--- src/rtl/a2bus_cycle_capture.sv ---
// a2bus_cycle_capture
// Samples the Apple II address, R/W and data buses at fixed clk_logic offsets
// inside each Phi phase and queues every completed bus cycle as a record in a
// first-word-fall-through FIFO.
// Optional feature: define A2BUS_CAPTURE_FILTER_EN to queue only cycles whose
// address lies inside [filter_lo_i, filter_hi_i].
module a2bus_cycle_capture #(
    parameter int ADDR_WIDTH    = 16,
    parameter int DATA_WIDTH    = 8,
    parameter int ADDR_COUNT    = 18,
    parameter int DATA_COUNT    = 15,
    parameter int SLEEP_COUNT   = 63,
    parameter int FIFO_DEPTH    = 8,
    parameter int CAPTURE_READS = 1
) (
    input  logic                          clk_logic_i,
    input  logic                          system_reset_n_i,
    input  logic                          phi0_i,
    input  logic                          phi1_i,
    input  logic                          phi1_posedge_i,
    input  logic                          phi1_negedge_i,
    input  logic [ADDR_WIDTH-1:0]         a2_a_i,
    input  logic [DATA_WIDTH-1:0]         a2_d_i,
    input  logic                          a2_rw_n_i,
    output logic [ADDR_WIDTH-1:0]         addr_o,
    output logic [DATA_WIDTH-1:0]         data_o,
    output logic                          rw_n_o,
    output logic                          addr_strobe_o,
    output logic                          data_in_strobe_o,
    output logic                          sleep_o,
    output logic                          rec_valid_o,
    input  logic                          rec_ready_i,
    output logic [ADDR_WIDTH-1:0]         rec_addr_o,
    output logic [DATA_WIDTH-1:0]         rec_data_o,
    output logic                          rec_rw_n_o,
    output logic [$clog2(FIFO_DEPTH):0]   level_o,
    output logic [7:0]                    overflow_cnt_o,
    input  logic                          overflow_clr_i,
    input  logic [ADDR_WIDTH-1:0]         filter_lo_i,
    input  logic [ADDR_WIDTH-1:0]         filter_hi_i
);

    localparam int CNT_W = $clog2(SLEEP_COUNT + 1);
    localparam int PTR_W = $clog2(FIFO_DEPTH);
    localparam int LVL_W = PTR_W + 1;

    typedef struct packed {
        logic [ADDR_WIDTH-1:0] addr;
        logic [DATA_WIDTH-1:0] data;
        logic                  rw_n;
    } rec_t;

    // Phase counter
    logic [CNT_W-1:0]      count_q, count_d;

    // Sampled bus values and strobes
    logic [ADDR_WIDTH-1:0] addr_q, addr_d;
    logic [DATA_WIDTH-1:0] data_q, data_d;
    logic                  rw_n_q, rw_n_d;
    logic                  addr_stb_q, addr_stb_d;
    logic                  data_stb_q, data_stb_d;
    logic                  pending_q, pending_d;
    logic                  push_q, push_d;
    rec_t                  push_rec_q, push_rec_d;

    // Record FIFO
    rec_t                  mem [FIFO_DEPTH];
    logic [PTR_W-1:0]      wr_ptr_q, wr_ptr_d;
    logic [PTR_W-1:0]      rd_ptr_q, rd_ptr_d;
    logic [LVL_W-1:0]      level_q, level_d;
    logic [7:0]            ovf_q, ovf_d;

    logic                  addr_sample;
    logic                  data_sample;
    logic                  in_window;
    logic                  full;
    logic                  pop;
    logic                  push_ok;
    logic                  drop;
    rec_t                  head;

`ifdef A2BUS_CAPTURE_FILTER_EN
    assign in_window = (addr_q >= filter_lo_i) && (addr_q <= filter_hi_i);
`else
    logic unused_filter;
    assign in_window     = 1'b1;
    assign unused_filter = ^{filter_lo_i, filter_hi_i};
`endif

    assign addr_sample = phi1_i && (count_q == CNT_W'(ADDR_COUNT));
    assign data_sample = phi0_i && (count_q == CNT_W'(DATA_COUNT));

    // Phase counter: restart on either Phi1 edge, otherwise count up and stick at SLEEP_COUNT.
    always_comb begin
        // NOTE: every always_comb output gets a default first so no path can infer a latch.
        count_d = count_q;
        if (phi1_posedge_i || phi1_negedge_i) begin
            count_d = '0;
        end else if (count_q != CNT_W'(SLEEP_COUNT)) begin
            count_d = count_q + CNT_W'(1);
        end
    end

    // Bus sampling: latch address/rw and data at their offsets, schedule a record push.
    always_comb begin
        addr_d     = addr_q;
        rw_n_d     = rw_n_q;
        data_d     = data_q;
        pending_d  = pending_q;
        push_d     = 1'b0;
        push_rec_d = push_rec_q;
        addr_stb_d = addr_sample;
        data_stb_d = data_sample;
        if (data_sample) begin
            if (!rw_n_q || (CAPTURE_READS != 0)) begin
                data_d = a2_d_i;
            end
            // The record carries the freshly sampled data, not the stale register.
            if (pending_q && in_window) begin
                push_d          = 1'b1;
                push_rec_d.addr = addr_q;
                push_rec_d.data = data_d;
                push_rec_d.rw_n = rw_n_q;
            end
            pending_d = 1'b0;
        end
        if (addr_sample) begin
            addr_d    = a2_a_i;
            rw_n_d    = a2_rw_n_i;
            pending_d = 1'b1;
        end
    end

    // FIFO bookkeeping: a push into a full FIFO still lands when a pop frees a slot that cycle.
    always_comb begin
        full     = (level_q == LVL_W'(FIFO_DEPTH));
        pop      = (level_q != '0) && rec_ready_i;
        push_ok  = push_q && (!full || pop);
        drop     = push_q && !push_ok;
        wr_ptr_d = wr_ptr_q;
        rd_ptr_d = rd_ptr_q;
        level_d  = level_q;
        ovf_d    = ovf_q;
        if (push_ok) begin
            wr_ptr_d = wr_ptr_q + PTR_W'(1);
        end
        if (pop) begin
            rd_ptr_d = rd_ptr_q + PTR_W'(1);
        end
        if (push_ok && !pop) begin
            level_d = level_q + LVL_W'(1);
        end else if (pop && !push_ok) begin
            level_d = level_q - LVL_W'(1);
        end
        if (overflow_clr_i) begin
            ovf_d = '0;
        end else if (drop && (ovf_q != 8'hFF)) begin
            ovf_d = ovf_q + 8'd1;
        end
    end

    // State registers with synchronous active-low reset.
    always_ff @(posedge clk_logic_i) begin
        // NOTE: sequential state uses non-blocking assignments so every flop samples pre-edge values.
        if (!system_reset_n_i) begin
            count_q    <= '0;
            addr_q     <= '0;
            data_q     <= '0;
            rw_n_q     <= 1'b1;
            addr_stb_q <= 1'b0;
            data_stb_q <= 1'b0;
            pending_q  <= 1'b0;
            push_q     <= 1'b0;
            push_rec_q <= '0;
            wr_ptr_q   <= '0;
            rd_ptr_q   <= '0;
            level_q    <= '0;
            ovf_q      <= '0;
        end else begin
            count_q    <= count_d;
            addr_q     <= addr_d;
            data_q     <= data_d;
            rw_n_q     <= rw_n_d;
            addr_stb_q <= addr_stb_d;
            data_stb_q <= data_stb_d;
            pending_q  <= pending_d;
            push_q     <= push_d;
            push_rec_q <= push_rec_d;
            wr_ptr_q   <= wr_ptr_d;
            rd_ptr_q   <= rd_ptr_d;
            level_q    <= level_d;
            ovf_q      <= ovf_d;
        end
    end

    // Record storage.
    always_ff @(posedge clk_logic_i) begin
        // NOTE: the storage array has no reset; empty-FIFO outputs are forced to reset values below instead.
        if (push_ok) begin
            mem[wr_ptr_q] <= push_rec_q;
        end
    end

    assign head = mem[rd_ptr_q];

    assign addr_o           = addr_q;
    assign data_o           = data_q;
    assign rw_n_o           = rw_n_q;
    assign addr_strobe_o    = addr_stb_q;
    assign data_in_strobe_o = data_stb_q;
    assign sleep_o          = (count_q == CNT_W'(SLEEP_COUNT));
    assign rec_valid_o      = (level_q != '0);
    assign rec_addr_o       = rec_valid_o ? head.addr : '0;
    assign rec_data_o       = rec_valid_o ? head.data : '0;
    assign rec_rw_n_o       = rec_valid_o ? head.rw_n : 1'b1;
    assign level_o          = level_q;
    assign overflow_cnt_o   = ovf_q;

endmodule

--- config.mk ---
export PLATFORM = sky130hd
export DESIGN_NAME = a2bus_cycle_capture
export DESIGN_NICKNAME = d
export VERILOG_FILES = /design/src/rtl/a2bus_cycle_capture.sv
export SDC_FILE = /design/constraint.sdc
export NUM_CORES = 1
export LEC_CHECK = 0
export BUFFER_PORTS_ARGS = -buffer_cell sky130_fd_sc_hd__buf_2
export CAP_MARGIN = 10
export CORE_ASPECT_RATIO = 1.1
export CORE_MARGIN = 1
export CORE_UTILIZATION = 30
export CTS_BUF_LIST = sky130_fd_sc_hd__clkbuf_16
export CTS_CLUSTER_DIAMETER = 150
export DETAILED_ROUTE_END_ITERATION = 10
export PLACE_DENSITY_LB_ADDON = 0.05
export SLEW_MARGIN = 20
export SYNTH_ARGS = -nofsm -noshare
export SYNTH_HDL_FRONTEND = slang
export SYNTH_SLANG_ARGS = --single-unit
--- constraint.sdc ---
create_clock -name clk_logic_i -period 8.4 [get_ports clk_logic_i]
set_input_delay 1.68 -clock clk_logic_i [delete_from_list [all_inputs] [get_ports clk_logic_i]]
set_output_delay 1.68 -clock clk_logic_i [all_outputs]
set_load 0.01 [all_outputs]
==> insert_results.sql <==
INSERT INTO impl_metrics (metric_group, metric, value, unit) VALUES
('min_path', 'hold_path.class', 'flop to flop', ''),
('global_route', 'grt-ovfl-total', '0', ''),
('global_route', 'grt.total_usage', '14.24', '%'),
('timing', 'relSlewSlack', '43.12', '%'),
('power_and_ir_drop', 'power_density', '226.2', 'nW/um^2'),
('worst_setup_path', 'cp_data_required_time', '6.72', 'ns'),
('clock_network', 'clock_tree_from_tritoncts', 'yes', ''),
('worst_setup_path', 'worst_setup_path_endpoint', 'rec_addr_o[8]', ''),
('finish', 'diodes_inserted', '0', ''),
('clock_network', 'clock-root-buffer', 'sky130_fd_sc_hd__clkbuf_16', ''),
('min_path', 'hold_start', 'addr_o[2]', ''),
('worst_setup_path', 'critPathCaptureType', 'output pin', ''),
('clock_network', 'worst_setup_hold_path_clk_slew', '0.06', 'ns'),
('synthesis', 'synth-compound-area-share', '2.282', '%'),
('worst_setup_path', 'r2r-end', 'level_o[3]', ''),
('floorplanning', 'floorplan.die_area', '36760', 'um^2'),
('synthesis', 'synth.area.mux_share', '16.27', '%'),
('floorplanning', 'std_cell_rows', '72', ''),
('worst_setup_path', 'reg2reg_depth', '12', ''),
('outcome', 'status', 'completed', ''),
('synthesis', 'synth-xor-area-share', '0.5677', '%'),
('synthesis', 'yosys_warnings', '0', ''),
('worst_setup_path', 'timing.critical_path.slowest_stage_cell', 'sky130_fd_sc_hd__dfxtp_4', ''),
('placed_design', 'preCtsSetupSlack', '4.248', 'ns'),
('finish', 'fraction_of_final_layout_cells_with_drive_strength_greater_than_1', '27.26', '%'),
('synthesis', 'synthArstFlopShare', '0', '%'),
('drt', 'dr.pass1.iters', '4', ''),
('worst_setup_path', 'critPathLaunchType', 'flop', ''),
('floorplanning', 'floorplan.die.height', '201', 'um'),
('finish', 'mostFrequentLayoutCell', 'sky130_fd_sc_hd__edfxtp_1', ''),
('timing', 'rsz0062_at_grt', 'false', ''),
('synthesis', 'synth_enable_flop_cells', '200', ''),
('placed_design', 'gp_congestion', '0.7626', ''),
('synthesis', 'post_synth_inst_count', '673', ''),
('clock_network', 'cts_setup_buffers', '0', ''),
('synthesis', 'combinational_family_with_the_most_area_after_synthesis', 'multiplexers', ''),
('worst_setup_path', 'cell_chain_of_the_critical_path', 'buf_4 -> mux4_2 -> mux2i_1 -> nor2_1 -> buf_2', ''),
('power_and_ir_drop', 'cellLeakagePower', '4.405', 'nW'),
('synthesis', 'synth_sequential_area_ratio', '70.62', '%'),
('worst_setup_path', 'arrival', '2.92', 'ns'),
('synthesis', 'basic_gate_share_of_the_synthesized_area_counting_and_or_nand_and_nor_cells', '7.368', '%'),
('timing', 'finalSetupViolCount', '0', ''),
('timing', 'post-route-worst-setup-slack', '3.802', 'ns'),
('drt', 'ant_nets', '0', ''),
('finish', 'layout_overhead_on_the_synthesized_area', '18.58', '%'),
('timing', 'hold_viol_final', '0', ''),
('worst_setup_path', 'critical_path_depth', '5', ''),
('clock_network', 'ctsHoldBuffers', '0', ''),
('timing', 'final_period_minus_worst_setup_slack', '4.598', 'ns'),
('global_route', 'grt_pass1_vias', '6301', ''),
('global_route', 'antenna_found_initial', '0', ''),
('drt', 'vias_per_cell', '4.617', ''),
('power_and_ir_drop', 'peakVddDrop', '0.1327', 'mV'),
('synthesis', 'synth-seq-cells', '281', ''),
('timing', 'timing.final.max_slew_violations', '0', ''),
('synthesis', 'post_synth_num_cell_types', '42', ''),
('synthesis', 'post_synth_instance_area', '10800', 'um^2'),
('timing', 'fmaxAchievable', '217.5', 'MHz'),
('power_and_ir_drop', 'total_power', '2.897', 'mW'),
('synthesis', 'syn_area_per_cell', '16.05', 'um^2'),
('finish', 'finalNetCount', '857', ''),
('floorplanning', 'die-width', '182.9', 'um'),
('finish', 'finalNonFillerCells', '1288', ''),
('run', 'drv_cap', '0', ''),
('placed_design', 'place_hpwl', '14.40', 'mm'),
('clock_network', 'h-tree-depth', '1', ''),
('timing', 'final.setup.tns', '0', 'ns'),
('floorplanning', 'design.portCount', '131', ''),
('finish', 'layout.cells.most_common_list', '200 x sky130_fd_sc_hd__edfxtp_1, 98 x sky130_fd_sc_hd__buf_2, 78 x sky130_fd_sc_hd__dfxtp_1, 77 x sky130_fd_sc_hd__nor2_1, 63 x sky130_fd_sc_hd__mux2i_1', ''),
('worst_setup_path', 'critPathBufInv', '2', ''),
('global_route', 'pin_count_of_the_biggest_net_entering_global_routing', '64', '');
kinds of logic after synthesis:
| kind of cell | Yosys count |
|---|---|
| AO/OA/AOI/OAI | 43 |
| XOR/XNOR | 7 |
| adder cells (fa/ha/maj) | 9 |
| buffers and inverters | 41 |
| flip-flops | 281 |
| multiplexers | 113 |
| AND/OR/NAND/NOR | 179 |
stage by stage:
stage | hold slack [ns] | util, % | instance area (um^2)
after floorplan | 0.4449 | - | 10800
after global placement | 0.4556 | 33.61 | 11870
after detailed placement | 0.4658 | 33.61 | 11870
after CTS | 0.4740 | 36.25 | 12800
after global routing | 0.5049 | 36.27 | 12810
final | 0.4670 | 36.27 | 12810
worst reg2reg max path: stages (launching register included):
cell                       delay [ns]
sky130_fd_sc_hd__dfxtp_1         0.38
sky130_fd_sc_hd__or3_1           0.45
sky130_fd_sc_hd__nor2_2          0.10
sky130_fd_sc_hd__buf_4           0.40
sky130_fd_sc_hd__inv_1           0.17
sky130_fd_sc_hd__nand2_1         0.16
sky130_fd_sc_hd__ha_1            0.19
sky130_fd_sc_hd__inv_1           0.10
sky130_fd_sc_hd__ha_1            0.33
sky130_fd_sc_hd__a21oi_1         0.19
sky130_fd_sc_hd__a211oi_1        0.10
sky130_fd_sc_hd__a31oi_1         0.20
sky130_fd_sc_hd__mux2i_1         0.20
metal layers:
| metal | track usage, % | part of all wire (%) | vias to the layer above |
|---|---|---|---|
| li1 | - | - | 2775 |
| met1 | 19.20 | 46 | 3026 |
| met2 | 23.85 | 49 | 109 |
| met3 | 2.268 | 3.8 | 37 |
| met4 | 3.631 | 1.8 | 0 |
| met5 | 0 | 0 | - |
cell usage after synthesis (2+ instances only):
cell	count	area, um^2
sky130_fd_sc_hd__a211oi_1	2	15.01
sky130_fd_sc_hd__a21oi_1	29	145.1
sky130_fd_sc_hd__a31oi_1	3	18.77
sky130_fd_sc_hd__and2_1	3	18.77
sky130_fd_sc_hd__and3_1	2	12.51
sky130_fd_sc_hd__buf_1	2	7.510
sky130_fd_sc_hd__buf_2	10	50.05
sky130_fd_sc_hd__buf_6	3	33.78
sky130_fd_sc_hd__clkbuf_1	18	67.56
sky130_fd_sc_hd__dfxtp_1	81	1622
sky130_fd_sc_hd__edfxtp_1	200	6006
sky130_fd_sc_hd__ha_1	8	100.1
sky130_fd_sc_hd__inv_1	6	22.52
sky130_fd_sc_hd__mux2i_1	63	630.6
sky130_fd_sc_hd__mux4_2	50	1126
sky130_fd_sc_hd__nand2_1	47	176.4
sky130_fd_sc_hd__nand2b_1	9	56.30
sky130_fd_sc_hd__nand3_1	10	50.05
sky130_fd_sc_hd__nand4_1	2	12.51
sky130_fd_sc_hd__nor2_1	83	311.6
sky130_fd_sc_hd__nor3_1	6	30.03
sky130_fd_sc_hd__o21ai_0	2	10.01
sky130_fd_sc_hd__o31ai_1	2	15.01
sky130_fd_sc_hd__o41ai_1	2	17.52
sky130_fd_sc_hd__or2_2	2	12.51
sky130_fd_sc_hd__or3_1	4	25.02
sky130_fd_sc_hd__or4_1	4	30.03
sky130_fd_sc_hd__xnor2_1	2	17.52
sky130_fd_sc_hd__xor2_1	5	43.79
worst min path at each step:
stage,endpoint,slack (ns),depth (start not counted)
floorplan,push_q,0.44,1
global placement,addr_o[2],0.46,2
detailed placement,addr_o[2],0.47,2
CTS,addr_o[2],0.47,2
global route,addr_o[4],0.50,2
finish,addr_o[2],0.47,2
final cells by class:
| type | instances | area [um^2] |
|---|---|---|
| Timing Repair Buffer | 111 | 588.1 |
| Sequential cell | 281 | 7636 |
| Multi-Input combinational cell | 351 | 3023 |
| Clock buffer | 31 | 775.7 |
| Clock inverter | 26 | 156.4 |
| Inverter | 7 | 26.28 |
| Tap cell | 481 | 601.8 |
| Fill cell | 3455 | 22510 |
where the power goes:
part,switching [mW],internal (mW)
clock network,0.522,0.722
registers,0.0106,1.47
logic,0.107,0.0662
flip-flops by register name, summed over array words and instances (netlist names), named ones only:
| name | flops |
|---|---|
| mem | 200 |
| push_rec_q | 25 |
| addr_o | 16 |
| data_o | 8 |
| overflow_cnt_o | 8 |
| count_q | 6 |
| level_o | 4 |
| rd_ptr_q | 3 |
| wr_ptr_q | 3 |
| addr_strobe_o | 1 |
| data_in_strobe_o | 1 |
| pending_q | 1 |
| push_q | 1 |
| rw_n_o | 1 |
(Power assumes the default switching activity.)
